===== src/rtl/ekf_stage_seq_if.sv =====
// rtl/ekf_stage_seq_if.sv - command and stage handshake bundle for the EKF stage sequencer
interface ekf_stage_seq_if;
  logic               cmd_val;
  logic               cmd_rdy;
  logic [1:0]         cmd_type;
  logic signed [31:0] cmd_d0;
  logic signed [31:0] cmd_d1;
  logic [2:0]         stage_val;
  logic [2:0]         stage_rdy;
  logic signed [31:0] vlr;
  logic signed [31:0] alpha;
  logic signed [31:0] rk;
  logic signed [31:0] phi;

  modport master (
    input  cmd_val, cmd_type, cmd_d0, cmd_d1, stage_rdy,
    output cmd_rdy, stage_val, vlr, alpha, rk, phi
  );

  modport slave (
    output cmd_val, cmd_type, cmd_d0, cmd_d1, stage_rdy,
    input  cmd_rdy, stage_val, vlr, alpha, rk, phi
  );
endinterface


===== src/rtl/ekf_stage_seq.sv =====
// rtl/ekf_stage_seq.sv - EKF stage sequencer: command FIFO feeding a one-hot stage issue FSM
// with a per-stage watchdog, completion counter and sticky error flags.
module ekf_stage_seq #(
  parameter int FIFO_DEPTH = 4,
  parameter int TO_CYCLES  = 65535
) (
  input  logic            clk,
  input  logic            sys_rst_n,
  ekf_stage_seq_if.master bus,
  output logic            busy,
  output logic [15:0]     stage_cnt,
  output logic            err_type,
  output logic            err_timeout,
  input  logic            err_clr
);
  localparam int AW = (FIFO_DEPTH > 1) ? $clog2(FIFO_DEPTH) : 1;
  localparam int CW = $clog2(FIFO_DEPTH + 1);
  localparam int WW = $clog2(TO_CYCLES + 1);

  typedef enum logic [1:0] {S_IDLE, S_ISSUE, S_GAP} state_t;

  state_t             r_state;
  logic [1:0]         r_mem_type [FIFO_DEPTH];
  logic signed [31:0] r_mem_d0   [FIFO_DEPTH];
  logic signed [31:0] r_mem_d1   [FIFO_DEPTH];
  logic [AW-1:0]      r_wr_ptr;
  logic [AW-1:0]      r_rd_ptr;
  logic [CW-1:0]      r_count;
  logic [WW-1:0]      r_wd;
  logic [2:0]         r_stage_val;
  logic signed [31:0] r_vlr;
  logic signed [31:0] r_alpha;
  logic signed [31:0] r_rk;
  logic signed [31:0] r_phi;
  logic [15:0]        r_stage_cnt;
  logic               r_err_type;
  logic               r_err_timeout;

  logic               w_cmd_rdy;
  logic               w_accept;
  logic               w_push;
  logic               w_bad;
  logic               w_pop;
  logic [1:0]         w_head_type;
  logic [2:0]         w_head_onehot;
  logic               w_done;
  logic               w_expire;

  // Readiness comes from the registered count only, so a pop cannot open a slot in the same cycle.
  assign w_cmd_rdy   = (r_count < CW'(FIFO_DEPTH));
  assign w_accept    = bus.cmd_val & w_cmd_rdy;
  assign w_bad       = w_accept & (bus.cmd_type == 2'd3);
  assign w_push      = w_accept & (bus.cmd_type != 2'd3);
  assign w_pop       = (r_state == S_IDLE) & (r_count != '0);
  assign w_head_type = r_mem_type[r_rd_ptr];
  assign w_done      = (bus.stage_rdy & r_stage_val) != 3'b000;
  assign w_expire    = (r_wd == WW'(TO_CYCLES - 1));

  always_comb begin
    w_head_onehot = 3'b100;
    case (w_head_type)
      2'd0:    w_head_onehot = 3'b001;
      2'd1:    w_head_onehot = 3'b010;
      default: w_head_onehot = 3'b100;
    endcase
  end

  always_ff @(posedge clk) begin
    if (w_push) begin
      r_mem_type[r_wr_ptr] <= bus.cmd_type;
      r_mem_d0[r_wr_ptr]   <= bus.cmd_d0;
      r_mem_d1[r_wr_ptr]   <= bus.cmd_d1;
    end
  end

  always_ff @(posedge clk or negedge sys_rst_n) begin
    if (!sys_rst_n) begin
      r_wr_ptr <= '0;
      r_rd_ptr <= '0;
      r_count  <= '0;
    end else begin
      if (w_push) r_wr_ptr <= r_wr_ptr + AW'(1);
      if (w_pop)  r_rd_ptr <= r_rd_ptr + AW'(1);
      case ({w_push, w_pop})
        2'b10:   r_count <= r_count + CW'(1);
        2'b01:   r_count <= r_count - CW'(1);
        default: r_count <= r_count;
      endcase
    end
  end

  // Clears are written before the sets so a same-cycle set event takes precedence.
  always_ff @(posedge clk or negedge sys_rst_n) begin
    if (!sys_rst_n) begin
      r_state       <= S_IDLE;
      r_stage_val   <= 3'b000;
      r_wd          <= '0;
      r_vlr         <= '0;
      r_alpha       <= '0;
      r_rk          <= '0;
      r_phi         <= '0;
      r_stage_cnt   <= '0;
      r_err_type    <= 1'b0;
      r_err_timeout <= 1'b0;
    end else begin
      if (err_clr) begin
        r_err_type    <= 1'b0;
        r_err_timeout <= 1'b0;
      end
      if (w_bad) r_err_type <= 1'b1;
      case (r_state)
        S_IDLE: begin
          if (w_pop) begin
            r_state     <= S_ISSUE;
            r_stage_val <= w_head_onehot;
            r_wd        <= '0;
            if (w_head_type == 2'd0) begin
              r_vlr   <= r_mem_d0[r_rd_ptr];
              r_alpha <= r_mem_d1[r_rd_ptr];
            end else begin
              r_rk    <= r_mem_d0[r_rd_ptr];
              r_phi   <= r_mem_d1[r_rd_ptr];
            end
          end
        end
        S_ISSUE: begin
          if (w_done) begin
            r_state     <= S_GAP;
            r_stage_val <= 3'b000;
            r_stage_cnt <= r_stage_cnt + 16'd1;
          end else if (w_expire) begin
            r_state       <= S_GAP;
            r_stage_val   <= 3'b000;
            r_err_timeout <= 1'b1;
          end else begin
            r_wd <= r_wd + WW'(1);
          end
        end
        S_GAP: begin
          r_state <= S_IDLE;
          r_wd    <= '0;
        end
        default: begin
          r_state     <= S_IDLE;
          r_stage_val <= 3'b000;
        end
      endcase
    end
  end

  assign bus.cmd_rdy   = w_cmd_rdy;
  assign bus.stage_val = r_stage_val;
  assign bus.vlr       = r_vlr;
  assign bus.alpha     = r_alpha;
  assign bus.rk        = r_rk;
  assign bus.phi       = r_phi;
  assign busy          = (r_state != S_IDLE) | (r_count != '0);
  assign stage_cnt     = r_stage_cnt;
  assign err_type      = r_err_type;
  assign err_timeout   = r_err_timeout;
endmodule


===== src/flat_wrapper.sv =====
// flat-port wrapper written by rule: the top's interface ports become plain ports
module ekf_stage_seq_flat 
#(
  parameter int FIFO_DEPTH = 4,
  parameter int TO_CYCLES  = 65535
)
  (clk, sys_rst_n, busy, stage_cnt, err_type, err_timeout, err_clr, bus_cmd_val, bus_cmd_type, bus_cmd_d0, bus_cmd_d1, bus_stage_rdy, bus_cmd_rdy, bus_stage_val, bus_vlr, bus_alpha, bus_rk, bus_phi);
  ekf_stage_seq_if bus_i ();
  input  logic clk;
  input  logic sys_rst_n;
  output logic busy;
  output logic [15:0] stage_cnt;
  output logic err_type;
  output logic err_timeout;
  input  logic err_clr;
  input wire logic [$bits(bus_i.cmd_val)-1:0] bus_cmd_val;
  input wire logic [$bits(bus_i.cmd_type)-1:0] bus_cmd_type;
  input wire logic [$bits(bus_i.cmd_d0)-1:0] bus_cmd_d0;
  input wire logic [$bits(bus_i.cmd_d1)-1:0] bus_cmd_d1;
  input wire logic [$bits(bus_i.stage_rdy)-1:0] bus_stage_rdy;
  output wire logic [$bits(bus_i.cmd_rdy)-1:0] bus_cmd_rdy;
  output wire logic [$bits(bus_i.stage_val)-1:0] bus_stage_val;
  output wire logic [$bits(bus_i.vlr)-1:0] bus_vlr;
  output wire logic [$bits(bus_i.alpha)-1:0] bus_alpha;
  output wire logic [$bits(bus_i.rk)-1:0] bus_rk;
  output wire logic [$bits(bus_i.phi)-1:0] bus_phi;
  assign bus_i.cmd_val = bus_cmd_val;
  assign bus_i.cmd_type = bus_cmd_type;
  assign bus_i.cmd_d0 = bus_cmd_d0;
  assign bus_i.cmd_d1 = bus_cmd_d1;
  assign bus_i.stage_rdy = bus_stage_rdy;
  assign bus_cmd_rdy = bus_i.cmd_rdy;
  assign bus_stage_val = bus_i.stage_val;
  assign bus_vlr = bus_i.vlr;
  assign bus_alpha = bus_i.alpha;
  assign bus_rk = bus_i.rk;
  assign bus_phi = bus_i.phi;
  ekf_stage_seq #(.FIFO_DEPTH(FIFO_DEPTH), .TO_CYCLES(TO_CYCLES)) u_core (.clk(clk), .sys_rst_n(sys_rst_n), .bus(bus_i), .busy(busy), .stage_cnt(stage_cnt), .err_type(err_type), .err_timeout(err_timeout), .err_clr(err_clr));
endmodule

===== config.mk =====
export PLATFORM = sky130hd
export DESIGN_NAME = ekf_stage_seq_flat
export DESIGN_NICKNAME = d
export VERILOG_FILES = /design/src/rtl/ekf_stage_seq_if.sv /design/src/rtl/ekf_stage_seq.sv /design/src/flat_wrapper.sv
export SDC_FILE = /design/constraint.sdc
export NUM_CORES = 1
export LEC_CHECK = 0
export CAP_MARGIN = 5
export CORE_MARGIN = 1
export CORE_UTILIZATION = 34
export DETAILED_ROUTE_END_ITERATION = 8
export GPL_TIMING_DRIVEN = 0
export SLEW_MARGIN = 20
export SYNTH_ARGS = -nofsm -noshare
export SYNTH_HDL_FRONTEND = slang
export SYNTH_SLANG_ARGS = --single-unit
export TNS_END_PERCENT = 20

===== constraint.sdc =====
create_clock -name clk -period 4.1 [get_ports clk]
set_input_delay 0.41 -clock clk [delete_from_list [all_inputs] [get_ports clk]]
set_output_delay 0.41 -clock clk [all_outputs]
set_load 0.01 [all_outputs]

==> reports/qor.yml <==
power:
  cellLeakagePower_uw: 0.00783
  power.internal_uw: 11500
  pwr-share-comb_pct: 35.0
  pwr-share-clk_pct: 26.9
  irDropWorstVdd_uv: 423
  seq_power_share_pct: 38.1
  power_density_nw_per_um2: 755
  p_sw_share_pct: 29.8
  power_switching_uw: 4870
  finalPower_uw: 16300
die:
  die_height_um: 224
  io_pins: 224
  fp.dieW_um: 224
  std_cell_rows: 81
  design.die.area_um2: 50400
  core_area_um2: 48800
  start_util_pct: 34.5
synth:
  yosysWarningCount: 0
  yosysUniqueCellTypes: 52
  async_flop_share_pct: 39.7
  synth-seq-area-share_pct: 73.0
  syn_inst: 875
  synth-main-ff-cell: "edfxtp_1"
  syn_area_per_cell_um2: 19.2
  synth_seq_cells: 438
  synth_fp_nets: 960
  synth_area_um2: 16800
  synth-edff-count: 264
layout:
  most-common-layout-cells: "264 x edfxtp_1, 222 x clkdlybuf4s50_1, 174 x dfrtp_1"
  layout-area-overhead-vs-synth_pct: 28.7
  final_common_cell: "edfxtp_1"
  final_core_util_pct: 44.3
  design_area_um2: 21700
  nNetsFinal: 1239
  drive_above_1_share_pct: 20.2
  fill_cells: 4367
  diodes: 0
critical_path:
  worstPathMaxFanout: 7
  cp_data_required_time_ns: 3.69
  worst-setup-path-type: "flop to output port"
  path_cells: "inv_1 -> ha_1 -> nor4b_2 -> inv_1 -> clkdlybuf4s50_1"
  arrival_ns: 2.63
  crit_family: "buffers and inverters"
  crit_buf_inv: 3
  critPathSlowestCell: "nor4b_2"
  max_stage_delay_ns: 0.54
  worstSetupStartpointType: "flop"
  end_kind: "output port"
  crit_top_cell: "inv_1"
drt:
  vias_per_cell: 4.83
  dr.pass1.iters: 5
  drcViolationCount: 0
  ant_nets: 0
  routed_wl_um: 37200
  wire_per_inst_um: 20.0
  drt-initial-drc-count: 534
  vias: 8965
place:
  place_area_um2: 20000
  routabilityCongestion: 0.758
  dpl.hpwl_um: 23900
  port_buffers: 223
clock_network:
  cts_tree: "done"
  h-tree-depth: 2
  clkTransAtPathRegs_ns: 0.06
  cts_buffers: 48
  insertion_delay_ns: 0.58
  clkSinkCount: 438
  post_cts_buffers: 0
  cts_buffer_depth: 3
  clock-root-buffer: "clkbuf_16"
  ctsResizeCount: 0
global_routing:
  gr-usage-all-layers_pct: 15.1
  antenna_found_initial: 3
  grt_pass1_wl_um: 57300
  gr-total-overflow: 0
  grt_pass1_vias: 9397
  grt_start_max_net_pins: 92
timing:
  fin_skew_ns: 0.0120
  fin_crit_sh_pct: 74.0
  slew_viol_final: 0
  rsz0062_at_grt: "false"
  whs_ns: 0.399
  finalCriticalPeriod_ns: 3.04
  fmax_ghz: 0.329
  relSlewSlack_pct: 34.8
  hold_violations: 0
  finalSetupViolations: 0
  tightest_slew_ns: 0.977
  fin_tns_setup_ns: 0
run_status:
  status: "finished, final reports clean"
flow_run:
  drv_cap: 0
hold_path:
  hold_path_class: "input pin to asynchronous set/reset pin"
cell usage after synthesis, types with 2 or more instances:
cell	number	area share, %
buf_6	6	0.40
nor3b_1	4	0.18
nor3_1	2	0.059
clkbuf_1	17	0.38
nor4_1	2	0.074
and3_1	6	0.22
buf_1	2	0.045
ha_1	11	0.82
nand3_1	20	0.59
o311ai_0	6	0.31
and4_1	8	0.42
mux2_1	66	4.4
buf_2	8	0.24
o22ai_1	3	0.11
dfrtp_1	174	26
a21oi_1	4	0.12
o22a_1	2	0.10
xnor2_1	16	0.83
buf_4	6	0.27
edfxtp_1	264	47
nand2_1	31	0.69
o211ai_1	9	0.40
a221o_1	2	0.12
and2_1	5	0.19
or4_1	7	0.31
mux2_2	66	4.4
or3_1	4	0.15
nand2b_1	3	0.11
xor2_1	5	0.26
o21ai_0	2	0.059
nor2_1	5	0.11
inv_1	17	0.38
nand4_1	8	0.30
mux4_2	66	8.8
path summary, 6_finish.rpt:
kind / start / cells after the start / slack, ns / endpoint
hold / removal: sys_rst_n / 2 / 0.40 / u_core.bus.phi[0]
hold reg to reg: u_core.stage_cnt[15] / 1 / 0.48 / u_core.stage_cnt[15]
setup reg to reg: u_core.r_rd_ptr[1] / 4 / 1.48 / u_core.bus.vlr[30]
min in group clk: bus_cmd_val / 3 / 0.45 / u_core.err_type
setup / recovery: u_core.r_state[0] / 5 / 1.06 / busy
max in group asynchronous: sys_rst_n / 3 / 2.79 / u_core.bus.rk[5]
layout make-up:
type                            count  area [µm²]  share of cell area, %
Multi-Input combinational cell    381        4270                   19.7
Clock buffer                       65        1360                   6.27
Tap cell                          664         831                   3.84
Inverter                           17        63.8                  0.295
Timing Repair Buffer              229        2360                   10.9
Buffer                             39         224                   1.03
Sequential cell                   438       12300                   56.7
Clock inverter                     25         269                   1.24
cells by family after synthesis:
kind of cell | Yosys count | share of synthesized area (%)
compound gates | 37 | 1.70
buf+inv | 56 | 1.71
fa+ha+maj | 12 | 0.937
mux | 199 | 17.7
flops | 438 | 73.0
xor+xnor | 21 | 1.09
simple gates | 112 | 3.87
metal layers:
metal	global-route usage (%)	up-vias	part of all wire [%]
li1	-	4000	-
met1	19.5	4674	43
met2	24.6	227	48
met3	4.10	58	6.3
met4	4.96	6	2.2
met5	0	-	0.10
power by group through the flow:
stage / logic [µW] / clock network [µW] / registers (µW)
after floorplan: 2940 / 0 / 6590
after global placement: 5730 / 0 / 6320
after detailed placement: 5870 / 0 / 6320
after CTS: 5890 / 4540 / 6240
after global routing: 6220 / 4680 / 6360
final: 5730 / 4390 / 6230
sequential cells by signal (all words and copies together), names as in the netlist:
signal                count
u_core.bus.alpha         32
u_core.bus.phi           32
u_core.bus.rk            32
u_core.bus.stage_val      3
u_core.bus.vlr           32
u_core.err_timeout        1
u_core.err_type           1
u_core.r_count            3
u_core.r_mem_d0         128
u_core.r_mem_d1         128
u_core.r_mem_type         8
u_core.r_rd_ptr           2
u_core.r_state            2
u_core.r_wd              16
u_core.r_wr_ptr           2
u_core.stage_cnt         16
worst register-to-register path: stages, from the launching register on:
cell and delay (ns):
dfrtp_1 0.43, clkbuf_1 0.63, clkbuf_1 0.67, mux4_2 0.46, mux2_1 0.32
metrics by stage:
stage,setup WS (ns),std cells
2_1_floorplan,1.13,875
3_3_place_gp,-5.11,1762
3_5_place_dp,1.19,1767
4_1_cts,0.977,1858
5_1_grt,0.857,1858
6_report,1.06,1858
timing repair:
action	in CTS	in global routing
endpoints found under the hold margin	83	0
setup endpoints to repair	0	0
hold buffers	1	0
No activity file was read; power rests on OpenSTA's default activity.
